$ cat config.mk
export PLATFORM = sky130hd
export DESIGN_NAME = hack_ram_arbiter
export DESIGN_NICKNAME = d
export VERILOG_FILES = /design/src/rtl/hack_mem_pkg.sv /design/src/rtl/hack_rd_tag_pipe.sv /design/src/rtl/hack_ram_arbiter.sv
export SDC_FILE = /design/constraint.sdc
export NUM_CORES = 1
export LEC_CHECK = 0
export BUFFER_PORTS_ARGS = -buffer_cell sky130_fd_sc_hd__buf_2
export CAP_MARGIN = 5
export CORE_MARGIN = 2
export CORE_UTILIZATION = 42
export DETAILED_ROUTE_END_ITERATION = 10
export GPL_ROUTABILITY_DRIVEN = 0
export PLACE_DENSITY = 0.85
export REMOVE_ABC_BUFFERS = 1
export SYNTH_ARGS = -nofsm -noshare
export SYNTH_HDL_FRONTEND = slang
export SYNTH_HIERARCHICAL = 1
export SYNTH_SLANG_ARGS = --single-unit
$ cat constraint.sdc
create_clock -name clk -period 3.2 [get_ports clk]
set_input_delay 0.16 -clock clk [delete_from_list [all_inputs] [get_ports clk]]
set_output_delay 0.16 -clock clk [all_outputs]
set_load 0.005 [all_outputs]
$ cat src/rtl/hack_mem_pkg.sv
// Shared types for the RAM16K sharing logic: owner tags, arbiter states and
// the read-tag record carried alongside an outstanding RAM read.
package hack_mem_pkg;

  localparam int HACK_ADDR_W = 15;
  localparam int HACK_DATA_W = 16;

  typedef enum logic {
    OWN_A = 1'b0,
    OWN_B = 1'b1
  } owner_t;

  typedef enum logic {
    ARB_NORMAL  = 1'b0,
    ARB_FORCE_B = 1'b1
  } arb_state_t;

  typedef struct packed {
    logic   valid;
    owner_t owner;
  } rd_tag_t;

  localparam rd_tag_t RD_TAG_NONE = '{valid: 1'b0, owner: OWN_A};

endpackage

$ cat src/rtl/hack_rd_tag_pipe.sv
// Fixed-depth shift register of read tags, matching the RAM read latency so
// the oldest tag lines up with the data appearing on ram_out.
module hack_rd_tag_pipe
  import hack_mem_pkg::*;
#(
  parameter int RD_LAT = 1
) (
  input  logic    clk,
  input  logic    reset,
  input  rd_tag_t tag_in,
  output rd_tag_t tag_out
);

  rd_tag_t pipe_q [RD_LAT];
  rd_tag_t pipe_d [RD_LAT];

  always_comb begin
    pipe_d[0] = tag_in;
    for (int i = 1; i < RD_LAT; i++) begin
      pipe_d[i] = pipe_q[i-1];
    end
  end

  // Reset wipes in-flight tags so a read issued before reset never returns.
  always_ff @(posedge clk or negedge reset) begin
    if (!reset) begin
      for (int i = 0; i < RD_LAT; i++) begin
        pipe_q[i] <= RD_TAG_NONE;
      end
    end else begin
      for (int i = 0; i < RD_LAT; i++) begin
        pipe_q[i] <= pipe_d[i];
      end
    end
  end

  assign tag_out = pipe_q[RD_LAT-1];

endmodule

$ cat src/rtl/hack_ram_arbiter.sv
// Shares the RAM16K port between the CPU data bus (A, fixed priority) and a
// secondary master (B) that gets a forced grant after a bounded wait.
module hack_ram_arbiter
  import hack_mem_pkg::*;
#(
  parameter int ADDR_W   = HACK_ADDR_W,
  parameter int DATA_W   = HACK_DATA_W,
  parameter int RD_LAT   = 1,
  parameter int MAX_WAIT = 8
) (
  input  logic              clk,
  input  logic              reset,
  input  logic              a_valid,
  input  logic              a_we,
  input  logic [ADDR_W-1:0] a_addr,
  input  logic [DATA_W-1:0] a_wdata,
  output logic              a_ready,
  output logic              a_rvalid,
  output logic [DATA_W-1:0] a_rdata,
  input  logic              b_valid,
  input  logic              b_we,
  input  logic [ADDR_W-1:0] b_addr,
  input  logic [DATA_W-1:0] b_wdata,
  output logic              b_ready,
  output logic              b_rvalid,
  output logic [DATA_W-1:0] b_rdata,
  output logic [ADDR_W-1:0] ram_address,
  output logic [DATA_W-1:0] ram_in,
  output logic              ram_load,
  input  logic [DATA_W-1:0] ram_out,
  output logic              arb_state
);

  localparam logic [7:0] MAX_W8 = 8'(MAX_WAIT);

  arb_state_t        state_q, state_d;
  logic [7:0]        wait_cnt_q, wait_cnt_d;
  logic [DATA_W-1:0] a_rdata_q, a_rdata_d;
  logic [DATA_W-1:0] b_rdata_q, b_rdata_d;
  logic              gnt_a, gnt_b;
  rd_tag_t           tag_in, tag_out;

  // Grants are masked while reset is low so nothing reaches the RAM.
  always_comb begin
    gnt_a = 1'b0;
    gnt_b = 1'b0;
    if (reset) begin
      if (state_q == ARB_FORCE_B && b_valid) gnt_b = 1'b1;
      else if (a_valid)                      gnt_a = 1'b1;
      else if (b_valid)                      gnt_b = 1'b1;
    end
  end

  assign a_ready = gnt_a;
  assign b_ready = gnt_b;

  always_comb begin
    ram_address = '0;
    ram_in      = '0;
    ram_load    = 1'b0;
    if (gnt_a) begin
      ram_address = a_addr;
      ram_in      = a_wdata;
      ram_load    = a_we;
    end else if (gnt_b) begin
      ram_address = b_addr;
      ram_in      = b_wdata;
      ram_load    = b_we;
    end
  end

  always_comb begin
    tag_in.valid = (gnt_a && !a_we) || (gnt_b && !b_we);
    tag_in.owner = gnt_b ? OWN_B : OWN_A;
  end

  hack_rd_tag_pipe #(
    .RD_LAT (RD_LAT)
  ) u_tag_pipe (
    .clk     (clk),
    .reset   (reset),
    .tag_in  (tag_in),
    .tag_out (tag_out)
  );

  assign a_rvalid  = tag_out.valid && (tag_out.owner == OWN_A);
  assign b_rvalid  = tag_out.valid && (tag_out.owner == OWN_B);
  assign a_rdata_d = a_rvalid ? ram_out : a_rdata_q;
  assign b_rdata_d = b_rvalid ? ram_out : b_rdata_q;
  assign a_rdata   = a_rdata_d;
  assign b_rdata   = b_rdata_d;

  always_comb begin
    wait_cnt_d = 8'd0;
    if (b_valid && !gnt_b) begin
      wait_cnt_d = (wait_cnt_q >= MAX_W8) ? MAX_W8 : wait_cnt_q + 8'd1;
    end
  end

  always_comb begin
    state_d = state_q;
    case (state_q)
      ARB_NORMAL:  if (wait_cnt_q == MAX_W8) state_d = ARB_FORCE_B;
      ARB_FORCE_B: if (!b_valid || gnt_b)    state_d = ARB_NORMAL;
      default:                               state_d = ARB_NORMAL;
    endcase
  end

  assign arb_state = (state_q == ARB_FORCE_B);

  always_ff @(posedge clk or negedge reset) begin
    if (!reset) begin
      state_q    <= ARB_NORMAL;
      wait_cnt_q <= 8'd0;
      a_rdata_q  <= '0;
      b_rdata_q  <= '0;
    end else begin
      state_q    <= state_d;
      wait_cnt_q <= wait_cnt_d;
      a_rdata_q  <= a_rdata_d;
      b_rdata_q  <= b_rdata_d;
    end
  end

endmodule

Word-level counts from Yosys, hierarchy flattened
Index checks and enable logic that the tools add are counted.
{"block": "classes", "addsub": 1, "n_mul": 0, "div_mod_pow": 0, "n_lt_le_gt_ge": 1, "n_eq_ne": 1, "shifts": 0, "mux": 21, "bitwise_logic": 2, "reduce_logical": 12}
{"cell": "$mux 16", "count": 4}
{"cell": "$mux 15", "count": 2}
{"cell": "$mux 8", "count": 2}
{"cell": "$mux 1", "count": 12}
{"cell": "$add 8x1->8 const B", "count": 1}
{"cell": "$eq 8x4->1 const B", "count": 1}
{"cell": "$ge 8x4->1 const B", "count": 1}
{"cell": "$logic_and 1x1->1", "count": 6}
{"cell": "$logic_not 1->1", "count": 4}
{"cell": "$logic_or 1x1->1", "count": 2}
{"cell": "$not 1->1", "count": 2}
{"cell": "$pmux 1 s2", "count": 1}
{"block": "totals", "register_bits": 43, "latchBits": 0, "ram_bits": 0, "romBits": 0, "in_bits": 84, "output_inout_bits": 69, "elab_cells": 44, "memories": 0}

Logic depth before layout (Yosys ltp)
{"block": "depth", "ltp_word": 7, "depth_mapped": 5, "depth_no_buf": 4}

Hierarchy
Netlist, hierarchy kept.
{"mod": "hack_ram_arbiter", "instances": 1, "cells_per_inst": 143, "area_per_inst_um2": 1884.3}
{"mod": "hack_rd_tag_pipe", "instances": 1, "cells_per_inst": 2, "area_per_inst_um2": 50.0}

Worst setup path before layout
Ideal clock, no wire load.
{"block": "synth_path", "kind": "reg-to-output", "startpoint": "register u_tag_pipe.pipe_q (netlist bit u_tag_pipe/tag_out[1])", "endpoint": "output port a_rdata[10]", "arrival_time_ns": 1.304, "t_required_ns": 3.040, "setup_slack_ns": 1.736, "path_stages_with_launch": 5, "path_buffers": 2, "cell_sequence": "dfrtp_1 nand2b_1 clkbuf_1 buf_2 mux2_2"}
{"block": "synth_via", "elab_chain_cells": 2}
{"element": "start, declared", "line_no": "hack_rd_tag_pipe.sv:14", "rtl": "rd_tag_t pipe_q [RD_LAT];"}
{"element": "start signal, assigned by index", "line_no": "hack_rd_tag_pipe.sv:32", "rtl": "pipe_q[i] <= pipe_d[i];"}
{"element": "$logic_and 1x1->1", "line_no": "hack_ram_arbiter.sv:86", "rtl": "assign a_rvalid = tag_out.valid && (tag_out.owner == OWN_A);"}
{"element": "$mux 16", "line_no": "hack_ram_arbiter.sv:88", "rtl": "assign a_rdata_d = a_rvalid ? ram_out : a_rdata_q;"}
{"element": "end, declared", "line_no": "hack_ram_arbiter.sv:19", "rtl": "output logic [DATA_W-1:0] a_rdata,"}
No other way between the ends.

Final worst setup path
{"block": "layout_path", "startpoint": "input port reset", "endpoint": "output port ram_in[5]"}
{"block": "layout_via", "elab_chain_cells": 3}
{"element": "start, declared", "line_no": "hack_ram_arbiter.sv:12", "rtl": "input logic reset,"}
{"element": "$mux 1", "line_no": "hack_ram_arbiter.sv:47", "rtl": "if (reset) begin"}
{"element": "$mux 16", "line_no": "hack_ram_arbiter.sv:65", "rtl": "end else if (gnt_b) begin"}
{"element": "$mux 16 *", "line_no": "hack_ram_arbiter.sv:61", "rtl": "if (gnt_a) begin"}
{"element": "end, declared", "line_no": "hack_ram_arbiter.sv:28", "rtl": "output logic [DATA_W-1:0] ram_in,"}
Mark *: on every way between the ends. The rest lies on a longest branch, timed or not.

==> results.md <==
- Worst-path maximum fanout: 33
- H-tree Lvls: 2
- Slowest-stage cell, CP: inv_1
- Register area share after synthesis: a little under three fifths
- Switching share of total power: roughly a quarter
- Reg clk slew, reported paths: ~70 ps
- Worst-margin pin slew: 972 ps
- Overall fraction of global-route tracks in use: between 20% and 30%
- Ranking of synthesized cells by area: dfrtp_1, mux2_2, a22o_1, inv_1, buf_2
- Final setup fails: 0
- Top_reg_cell synth: dfrtp_1
- Grt ovf: 0
- Pre-antenna DRT Iters: 4
- FMAX: 372 MHz
- Overall Power: about 1.5 mW
- Post_cts resized: 0
- Lkg Pwr: 1.56 nW
- Post-synth top cells: dfrtp_1, a22o_1, mux2_2, inv_1, buf_2
- Yosys top cell by area: dfrtp_1
- Share of layout cells above drive strength 1: approximately 64%
- Hold Slack: about 67 ps
- Synth warnings: 6
- Placed cells: between 300 and 400
- Die Area: 0.00516 mm^2
- Worst setup EP type: output port
- Comb power frac: a little over a quarter
- CP startpoint kind: input port
- Die Wd: 71.9 um
- Worst EP arrival: about 2500 ps
- Sequential share of power: 45.9%
- Post-route ant nets: 0
- CP cell instances: dlygate4sd3_1 > buf_2 > nand3_1 > inv_1 > a22o_1 > buf_2
- Slew Limit Fails: 0
- Post-detail-place hpwl: 4.40 mm
- Worst EP required: 3040 ps
- Largest stage delay on the critical path: approximately 750 ps
- Largest net degree at the start of global routing: 35
- Initial antenna violation count: 0
- First-pass GRT wire length: 8.13 mm
- Setup CP Type: in -> out
- Post-synth cell types: 21
- Area grow syn2layout: 47.6%
- Remaining DRCs: 0
- Via density: between 5 and 6
- Port bufs: 152
- Synthesized cell area: 0.00193 mm^2
- DR WL/cell: 15.8 um
- Initial DRC Count: between 50 and 60
- Post-route cell area: ~0.0029 mm^2
- Hold depth: 2
- Pint: 1.10 mW
- Worst-skew pair later-pin latency: 290 ps
- Async set or reset register ratio after synthesis: between 90% and 100%
- TNS Setup: 0 ps
- Clock Power Share: a little over a quarter
- Number of max-cap violations: 0
- CTS root buf: clkbuf_8
- CTS Buffer Depth: 2
- Post-CTS setup buffers: 0
- Slew margin rel.: a little over a third
- VDD IR-drop max: around 360 uV
- Crit path max-delay family: buffers and inverters
- Most frequent CP cell: buf_2
- Total number of vias: roughly 1,800
- Mean Syn Cell Area: about 13 um^2
- Fin crit share: a little over four fifths
- Worst hold path class: in -> reg
- Status: finished, final reports clean
- Cell depth of the worst setup path: 6
- Flop and latch count out of synthesis: 43
- Clock sinks: between 40 and 50
- Layout Cells excl Fill: between 300 and 400
- Number of synthesized flops with an enable pin: 0
- Clock buffer count from CTS: 5
- Final Hold Vio Count: 0
- Pwr Density: around 500 mW/mm^2
- TritonCTS clock tree: done
- Die Span Y: around 72 um
- Psw: 0.370 mW
- Vias in the first global route: about 1,700
- Cell count after synthesis: 145
- Dpl cell area: about 0.0027 mm^2
- RSZ-0062 raised after global routing: false
- # diodes: 0
- Reg2reg path depth: 3
- Crit path time final: 2690 ps
- Initial core utilization: about 44%
- Top Ports: around 150
- Core Region: about 0.0044 mm^2
- Skew final: roughly 6.4 ps
- Register area: 0.00108 mm^2
- # nets final: between 300 and 400
- Crit path buf inv count: 4
- Most numerous cell in the Yosys netlist: dfrtp_1
- Area occupied by multi-input gates: 800 um^2
- Number of core rows: 24
- Synth top area share: a little under three fifths
- Final wirelength: 5.56 mm
- Layout fillers: approximately 380
[what timing repair did]
| action | 4_1_cts | 5_1_grt |
|---|---|---|
| hold endpoints to repair | 23 | 0 |
| hold buffers | 1 | 0 |
| setup endpoints to repair | 0 | 0 |
[logic make-up (layout without fill, tap and decap cells)]
kind of cell	Yosys count	in the layout	share of synthesized area, %
compound gates	36	36	16.4
xor+xnor	1	1	0.453
fa+ha+maj	2	2	1.29
buf+inv	17	169	3.62
flops	43	43	55.6
mux	32	32	18.6
other cells	1	4	0.194
simple gates	13	13	3.75
[per-layer routing]
metal  wire length (um)  vias up  track usage (%)
met5                  0        -                0
met4                 99        0             7.97
met3                289       11             4.22
met2               2960       57             36.1
met1               2210      855             24.8
li1                   -      843                -
[layout by cell type, fill, tap and decap left out, drive strengths merged]
cell	instances
mux2	32
buf	154
a22o	32
ha	2
nor3b	1
and3	1
dfrtp	43
o32ai	2
inv	7
a2111o	1
nor2	3
xnor2	1
nand2	3
a311oi	1
dlygate4sd3	1
or4	1
nand3b	1
nand2b	2
clkbuf	6
conb	4
bufinv	1
nand3	1
[registers in the layout, indices dropped and copies added, names as in the netlist]
name / count
wait_cnt_q: 8
b_rdata_q: 16
a_rdata_q: 16
u_tag_pipe/tag_out: 2
arb_state: 1
[layout make-up]
type	count	share of cell area, %
Clock buffer	6	2.54
Clock inverter	1	1.05
Inverter	7	0.920
Multi-Input combinational cell	88	28.0
Sequential cell	43	37.7
Tap cell	52	2.28
Timing Repair Buffer	155	27.5
[final timing paths]
path                                         start                              end  slack [ps]
max                                          reset                        ram_in[5]         510
min                                           a_we  u_tag_pipe/tag_out[1]$_DFF_PN0_          70
max reg2reg                wait_cnt_q[4]$_DFF_PN0_          wait_cnt_q[2]$_DFF_PN0_        1670
max in group asynchronous                    reset          a_rdata_q[12]$_DFF_PN0_        2110
min in group asynchronous                    reset           a_rdata_q[6]$_DFF_PN0_         410
min reg2reg                wait_cnt_q[0]$_DFF_PN0_          wait_cnt_q[0]$_DFF_PN0_         490
[power by group through the flow]
stage               registers [mW]  clock network [mW]  logic, mW
floorplan                    0.673                   0      0.183
global placement             0.677                   0      0.384
detailed placement           0.686                   0      0.395
CTS                          0.676               0.405      0.399
global route                 0.682               0.426      0.430
finish                       0.673               0.399      0.393
[through the flow]
stage	util, %	setup WS (ps)
after global placement	62.6	1110
after CTS	65.1	496
final	65.1	511
after global routing	65.1	252
after floorplan	-	1580
after detailed placement	62.6	1020
Power figures use the tool's default switching activity.
